===== src/rtl/fifo_rd_stream_if.sv =====
// Read-side bundle between a synchronous FIFO, the fifo_rd_stream adapter and its stream consumer.
// The master modport is the adapter's view; the slave modport is the FIFO-plus-consumer side.
interface fifo_rd_stream_if #(
    parameter int DATA_WIDTH = 2
);
    logic                  fifo_rd;
    logic                  fifo_empty;
    logic [DATA_WIDTH-1:0] fifo_data;
    logic                  m_valid;
    logic                  m_ready;
    logic [DATA_WIDTH-1:0] m_data;

    modport master (
        output fifo_rd,
        output m_valid,
        output m_data,
        input  fifo_empty,
        input  fifo_data,
        input  m_ready
    );

    modport slave (
        input  fifo_rd,
        input  m_valid,
        input  m_data,
        output fifo_empty,
        output fifo_data,
        output m_ready
    );
endinterface


===== src/rtl/fifo_rd_stream.sv =====
// fifo_rd_stream: drains a synchronous FIFO into a valid/ready stream through a small skid buffer.
// Define FIFO_RD_STREAM_STATS_EN to add saturating word_cnt / stall_cnt outputs.
module fifo_rd_stream #(
    parameter int DATA_WIDTH = 2,
    parameter int RD_LATENCY = 1,
    parameter int BUF_DEPTH  = 4
`ifdef FIFO_RD_STREAM_STATS_EN
    ,
    parameter int CNT_WIDTH  = 16
`endif
) (
    input  logic             clk,
    input  logic             rst,
    input  logic             drain_en,
    fifo_rd_stream_if.master bus,
    output logic             busy
`ifdef FIFO_RD_STREAM_STATS_EN
    ,
    output logic [CNT_WIDTH-1:0] word_cnt,
    output logic [CNT_WIDTH-1:0] stall_cnt
`endif
);

    localparam int PTR_W = (BUF_DEPTH > 1) ? $clog2(BUF_DEPTH) : 1;
    localparam int OCC_W = $clog2(BUF_DEPTH + 1);
    localparam int INF_W = $clog2(RD_LATENCY + 1);
    localparam int SUM_W = $clog2(BUF_DEPTH + RD_LATENCY + 1);

    typedef enum logic [1:0] {
        IDLE     = 2'd0,
        ACTIVE   = 2'd1,
        STOPPING = 2'd2
    } state_t;

    state_t                  state_q, state_d;
    logic [RD_LATENCY-1:0]   rd_pipe_q, rd_pipe_d;
    logic [DATA_WIDTH-1:0]   buf_q [BUF_DEPTH];
    logic [DATA_WIDTH-1:0]   buf_d [BUF_DEPTH];
    logic [PTR_W-1:0]        head_q, head_d;
    logic [PTR_W-1:0]        tail_q, tail_d;
    logic [OCC_W-1:0]        occ_q, occ_d;
    logic [INF_W-1:0]        inflight;
    logic                    room;
    logic                    pending;
    logic                    rd;
    logic                    push;
    logic                    pop;
    logic                    m_valid;

    // Reserve a slot for every word already requested so a full buffer never overflows.
    always_comb begin
        inflight = '0;
        for (int i = 0; i < RD_LATENCY; i++) begin
            inflight = inflight + INF_W'(rd_pipe_q[i]);
        end
    end

    assign room    = (SUM_W'(occ_q) + SUM_W'(inflight)) < SUM_W'(BUF_DEPTH);
    assign pending = (occ_q != '0) || (inflight != '0);
    assign rd      = (state_q == ACTIVE) && drain_en && !bus.fifo_empty && room;
    assign push    = rd_pipe_q[RD_LATENCY-1];
    assign m_valid = (occ_q != '0);
    assign pop     = m_valid && bus.m_ready;

    assign bus.fifo_rd = rd;
    assign bus.m_valid = m_valid;
    assign bus.m_data  = buf_q[head_q];
    assign busy        = (state_q != IDLE);

    always_comb begin
        rd_pipe_d    = '0;
        rd_pipe_d[0] = rd;
        for (int i = 1; i < RD_LATENCY; i++) begin
            rd_pipe_d[i] = rd_pipe_q[i-1];
        end
    end

    always_comb begin
        state_d = state_q;
        case (state_q)
            IDLE: begin
                if (drain_en) state_d = ACTIVE;
            end
            ACTIVE: begin
                if (!drain_en) state_d = pending ? STOPPING : IDLE;
            end
            STOPPING: begin
                if (drain_en)      state_d = ACTIVE;
                else if (!pending) state_d = IDLE;
            end
            default: state_d = IDLE;
        endcase
    end

    always_comb begin
        head_d = head_q;
        tail_d = tail_q;
        occ_d  = occ_q;
        if (pop)  head_d = head_q + PTR_W'(1);
        if (push) tail_d = tail_q + PTR_W'(1);
        case ({push, pop})
            2'b10:   occ_d = occ_q + OCC_W'(1);
            2'b01:   occ_d = occ_q - OCC_W'(1);
            default: occ_d = occ_q;
        endcase
    end

    // Returning words land at the tail when their request bit leaves the pipeline.
    generate
        for (genvar gi = 0; gi < BUF_DEPTH; gi++) begin : g_buf
            always_comb begin
                buf_d[gi] = buf_q[gi];
                if (push && (tail_q == PTR_W'(gi))) buf_d[gi] = bus.fifo_data;
            end

            always_ff @(posedge clk or posedge rst) begin
                if (rst) buf_q[gi] <= '0;
                else     buf_q[gi] <= buf_d[gi];
            end
        end
    endgenerate

    always_ff @(posedge clk or posedge rst) begin
        if (rst) begin
            state_q   <= IDLE;
            rd_pipe_q <= '0;
            head_q    <= '0;
            tail_q    <= '0;
            occ_q     <= '0;
        end else begin
            state_q   <= state_d;
            rd_pipe_q <= rd_pipe_d;
            head_q    <= head_d;
            tail_q    <= tail_d;
            occ_q     <= occ_d;
        end
    end

`ifdef FIFO_RD_STREAM_STATS_EN
    logic [CNT_WIDTH-1:0] word_cnt_q, word_cnt_d;
    logic [CNT_WIDTH-1:0] stall_cnt_q, stall_cnt_d;

    always_comb begin
        word_cnt_d  = word_cnt_q;
        stall_cnt_d = stall_cnt_q;
        if (pop && (word_cnt_q != '1))                    word_cnt_d  = word_cnt_q + CNT_WIDTH'(1);
        if (m_valid && !bus.m_ready && (stall_cnt_q != '1)) stall_cnt_d = stall_cnt_q + CNT_WIDTH'(1);
    end

    always_ff @(posedge clk or posedge rst) begin
        if (rst) begin
            word_cnt_q  <= '0;
            stall_cnt_q <= '0;
        end else begin
            word_cnt_q  <= word_cnt_d;
            stall_cnt_q <= stall_cnt_d;
        end
    end

    assign word_cnt  = word_cnt_q;
    assign stall_cnt = stall_cnt_q;
`endif

endmodule


===== src/flat_wrapper.sv =====
// flat-port wrapper written by rule: the top's interface ports become plain ports
module fifo_rd_stream_flat 
#(
    parameter int DATA_WIDTH = 2,
    parameter int RD_LATENCY = 1,
    parameter int BUF_DEPTH  = 4

)
  (clk, rst, drain_en, busy, bus_fifo_rd, bus_m_valid, bus_m_data, bus_fifo_empty, bus_fifo_data, bus_m_ready);
  fifo_rd_stream_if #(.DATA_WIDTH(DATA_WIDTH)) bus_i ();
  input  logic clk;
  input  logic rst;
  input  logic drain_en;
  output logic busy;
  output wire logic [$bits(bus_i.fifo_rd)-1:0] bus_fifo_rd;
  output wire logic [$bits(bus_i.m_valid)-1:0] bus_m_valid;
  output wire logic [$bits(bus_i.m_data)-1:0] bus_m_data;
  input wire logic [$bits(bus_i.fifo_empty)-1:0] bus_fifo_empty;
  input wire logic [$bits(bus_i.fifo_data)-1:0] bus_fifo_data;
  input wire logic [$bits(bus_i.m_ready)-1:0] bus_m_ready;
  assign bus_fifo_rd = bus_i.fifo_rd;
  assign bus_m_valid = bus_i.m_valid;
  assign bus_m_data = bus_i.m_data;
  assign bus_i.fifo_empty = bus_fifo_empty;
  assign bus_i.fifo_data = bus_fifo_data;
  assign bus_i.m_ready = bus_m_ready;
  fifo_rd_stream #(.DATA_WIDTH(DATA_WIDTH), .RD_LATENCY(RD_LATENCY), .BUF_DEPTH(BUF_DEPTH)) u_core (.clk(clk), .rst(rst), .drain_en(drain_en), .bus(bus_i), .busy(busy));
endmodule

===== config.mk =====
export PLATFORM = sky130hd
export DESIGN_NAME = fifo_rd_stream_flat
export DESIGN_NICKNAME = d
export VERILOG_FILES = /design/src/rtl/fifo_rd_stream_if.sv /design/src/rtl/fifo_rd_stream.sv /design/src/flat_wrapper.sv
export SDC_FILE = /design/constraint.sdc
export NUM_CORES = 1
export LEC_CHECK = 0
export BUFFER_PORTS_ARGS = -buffer_cell sky130_fd_sc_hd__buf_2
export CAP_MARGIN = 20
export CORE_MARGIN = 2
export CORE_UTILIZATION = 41
export CTS_CLUSTER_DIAMETER = 120
export DETAILED_ROUTE_END_ITERATION = 10
export PLACE_DENSITY = 0.67
export RECOVER_POWER = 50
export SLEW_MARGIN = 20
export SYNTH_ARGS = -nofsm -noshare
export SYNTH_HDL_FRONTEND = slang
export SYNTH_SLANG_ARGS = --single-unit

===== constraint.sdc =====
create_clock -name clk -period 4.2 [get_ports clk]
set_input_delay 0.21 -clock clk [delete_from_list [all_inputs] [get_ports clk]]
set_output_delay 0.21 -clock clk [all_outputs]
set_load 0.02 [all_outputs]

==> results.py <==
metrics = {
    "outcome": {
        "status": "complete, no violations",
    },
    "placement": {
        "dpl.hpwl_mm": 1.01,
        "io_buffers": 11,
        "place.gp.congestion": 0.682,
        "place_ws_ps": 2280,
    },
    "timing": {
        "finalMaxSlewViolations": 0,
        "fmax_mhz": 520,
        "tightest_slew_ps": 677,
        "setup_violations": 0,
        "fin_crit_ps": 1920,
        "hold_slack_ps": 2.09,
        "maxSlewHeadroom_pct": 54.8,
        "finalWorstSetupSlack_ps": 2280,
        "hold_violations": 0,
        "skew_ps": 2.41,
        "finalSetupTns_ps": 0,
        "rsz0062_at_grt": "false",
        "post-route-period-util_pct": 45.8,
    },
    "floorplan": {
        "dieArea_um2": 2500,
        "die_x_um": 50.0,
        "fp-row-count": 16,
        "initial_utilization_pct": 43.7,
        "coreArea_um2": 1980,
        "io_pins": 12,
        "die_y_um": 50.0,
    },
    "clock_tree": {
        "worstSkewPairLatency_ps": 290,
        "clock-sinks": 18,
        "tritoncts": "built",
        "cts_resized": 0,
        "cts-root-buf": "clkbuf_4",
        "cts_buffers": 3,
        "path_clk_slew_ps": 100,
        "htree_num_levels": 1,
        "cts_setup_buffers": 0,
        "clockBufferDepth": 2,
        "hold_buffers": 0,
    },
    "finish": {
        "num_antenna_cells": 0,
        "syn2layout_area_growth_pct": 13.9,
        "utilization_pct": 49.7,
        "drive_gt1_share_pct": 33.3,
        "fin_nets": 98,
    },
    "logic_synthesis": {
        "synth_area_leaders": "dfrtp_1 (52%), mux2_2 (10%), ha_1 (7.2%)",
        "synth_nets": 83,
        "synth_most_common_cell": "dfrtp_1",
        "yosysTopAreaCell": "dfrtp_1",
        "synthArstFlopShare_pct": 100,
        "synth_top_area_share_pct": 52.0,
        "netlist_area_um2": 866,
        "synthCells": 70,
        "synth_common_cells": "dfrtp_1 (18), nand2_1 (9), mux2_2 (8), inv_1 (7), ha_1 (5)",
        "synth-edff-count": 0,
        "ys_ff_latch": 18,
        "synth_warnings": 0,
        "syn_area_per_cell_um2": 12.4,
        "ys_types": 19,
        "seq_area_frac_synth_pct": 52.0,
        "ys.flop_type": "dfrtp_1",
    },
    "power": {
        "ir_drop_v": 0.000297,
        "power.leakage_nw": 0.462,
        "powerDensity_nw_per_um2": 685,
    },
    "detailed_routing": {
        "wl_mm": 1.33,
        "drtAntennaViolNets": 0,
        "wl_met1_um": 582,
        "first_pass_iters": 3,
        "avgRoutedWirePerCell_um": 12.0,
        "met2WireLength_um": 652,
        "met3_length_um": 65,
        "via_per_inst": 4.73,
        "drc": 0,
        "first_iter_violations": 8,
        "top_layer": "met4",
        "vias": 525,
    },
    "worst_setup_path": {
        "cp_data_arrival_time_ps": 2140,
        "startpoint": "u_core.occ_q[1]",
        "r2r_start": "u_core.occ_q[1]",
        "cp-end-kind": "flip-flop",
        "cp_max_fo": 4,
        "reg2reg_slack_ps": 2280,
        "reg2regPathDepth": 6,
        "path_class": "reg -> reg",
        "r2r-end": "u_core.occ_q[1]",
        "endpoint": "u_core.occ_q[1]",
        "worstPathRequired_ps": 4420,
        "critPathLaunchType": "flip-flop",
    },
    "global_routing": {
        "grt_first_pass_wirelength_mm": 2.45,
        "antenna_found_initial": 0,
        "grt_use_total_pct": 13.7,
        "grt_pass1_vias": 566,
        "grt_max_degree": 19,
        "overflow": 0,
    },
    "flow_run": {
        "cap_violations": 0,
    },
    "worst_hold_path": {
        "hold_path_class": "in -> async",
    },
}
## cells by family after synthesis
logic type | count (synthesis) | synth area share, %
xor+xnor | 7 | 7.08
buf+inv | 8 | 3.61
mux | 10 | 15.6
fa+ha+maj | 6 | 9.54
flops | 18 | 52.0
compound gates | 2 | 1.16
simple gates | 19 | 11.0
## area by class of cell
| class | count | area [um2] |
|---|---|---|
| clock buffers | 4 | 36.3 |
| fillers | 181 | 996 |
| inverters | 7 | 26.3 |
| multi-input cells | 44 | 384 |
| flip-flops and latches | 18 | 450 |
| well taps | 27 | 33.8 |
| repair buffers | 11 | 55.1 |
## flip-flops by register name, indices dropped and copies added, names as in the netlist
| register | cells |
|---|---|
| u_core.tail_q | 2 |
| u_core.state_q | 2 |
| u_core.occ_q | 3 |
| u_core.buf_q | 8 |
| u_core.head_q | 2 |
| u_core.push | 1 |
## placed cells by master (no fill, tap or decap), types with 2 or more instances in the layout
| cell | count |
|---|---|
| dfrtp_1 | 18 |
| o21ai_0 | 2 |
| buf_2 | 11 |
| clkbuf_4 | 3 |
| xor2_1 | 4 |
| nand3_1 | 2 |
| nor2_1 | 2 |
| xnor2_1 | 3 |
| ha_1 | 5 |
| mux2_2 | 8 |
| inv_1 | 7 |
| mux4_2 | 2 |
| nand2_1 | 9 |
## stage by stage
step	total power [mW]	instances	area (um2)
after floorplan	0.513	70	866
after global placement	0.565	107	950
after detailed placement	0.580	107	950
after CTS	0.687	111	986
after global routing	0.737	111	986
final	0.676	111	986
## where the power goes
part | switching [mW] | total [mW] | internal (mW)
sequential | 0.0637 | 0.313 | 0.249
clock | 0.0522 | 0.105 | 0.0528
combinational | 0.120 | 0.258 | 0.139
## critical path: stages, from the launching register on
cell     delay, ps
dfrtp_1        430
or3_4          420
and2_4         180
ha_1           200
inv_1           70
fa_1           400
o21ai_0        160
## layer usage
metal / global-route usage [%] / up-vias
met5: 0 / -
met4: 7.41 / 0
met3: 5.45 / 4
met2: 22.4 / 16
met1: 15.2 / 248
li1: - / 257
## worst min path at each step
stage | from | to | slack, ps
global placement | rst | u_core.occ_q[2] | 340
CTS | rst | u_core.occ_q[1] | 20
floorplan | rst | u_core.buf_q[0] | 150
detailed placement | rst | u_core.occ_q[2] | 360
finish | rst | u_core.occ_q[2] | 2
global route | rst | u_core.occ_q[1] | 50
Note: power is estimated with default switching activity, not from simulation.
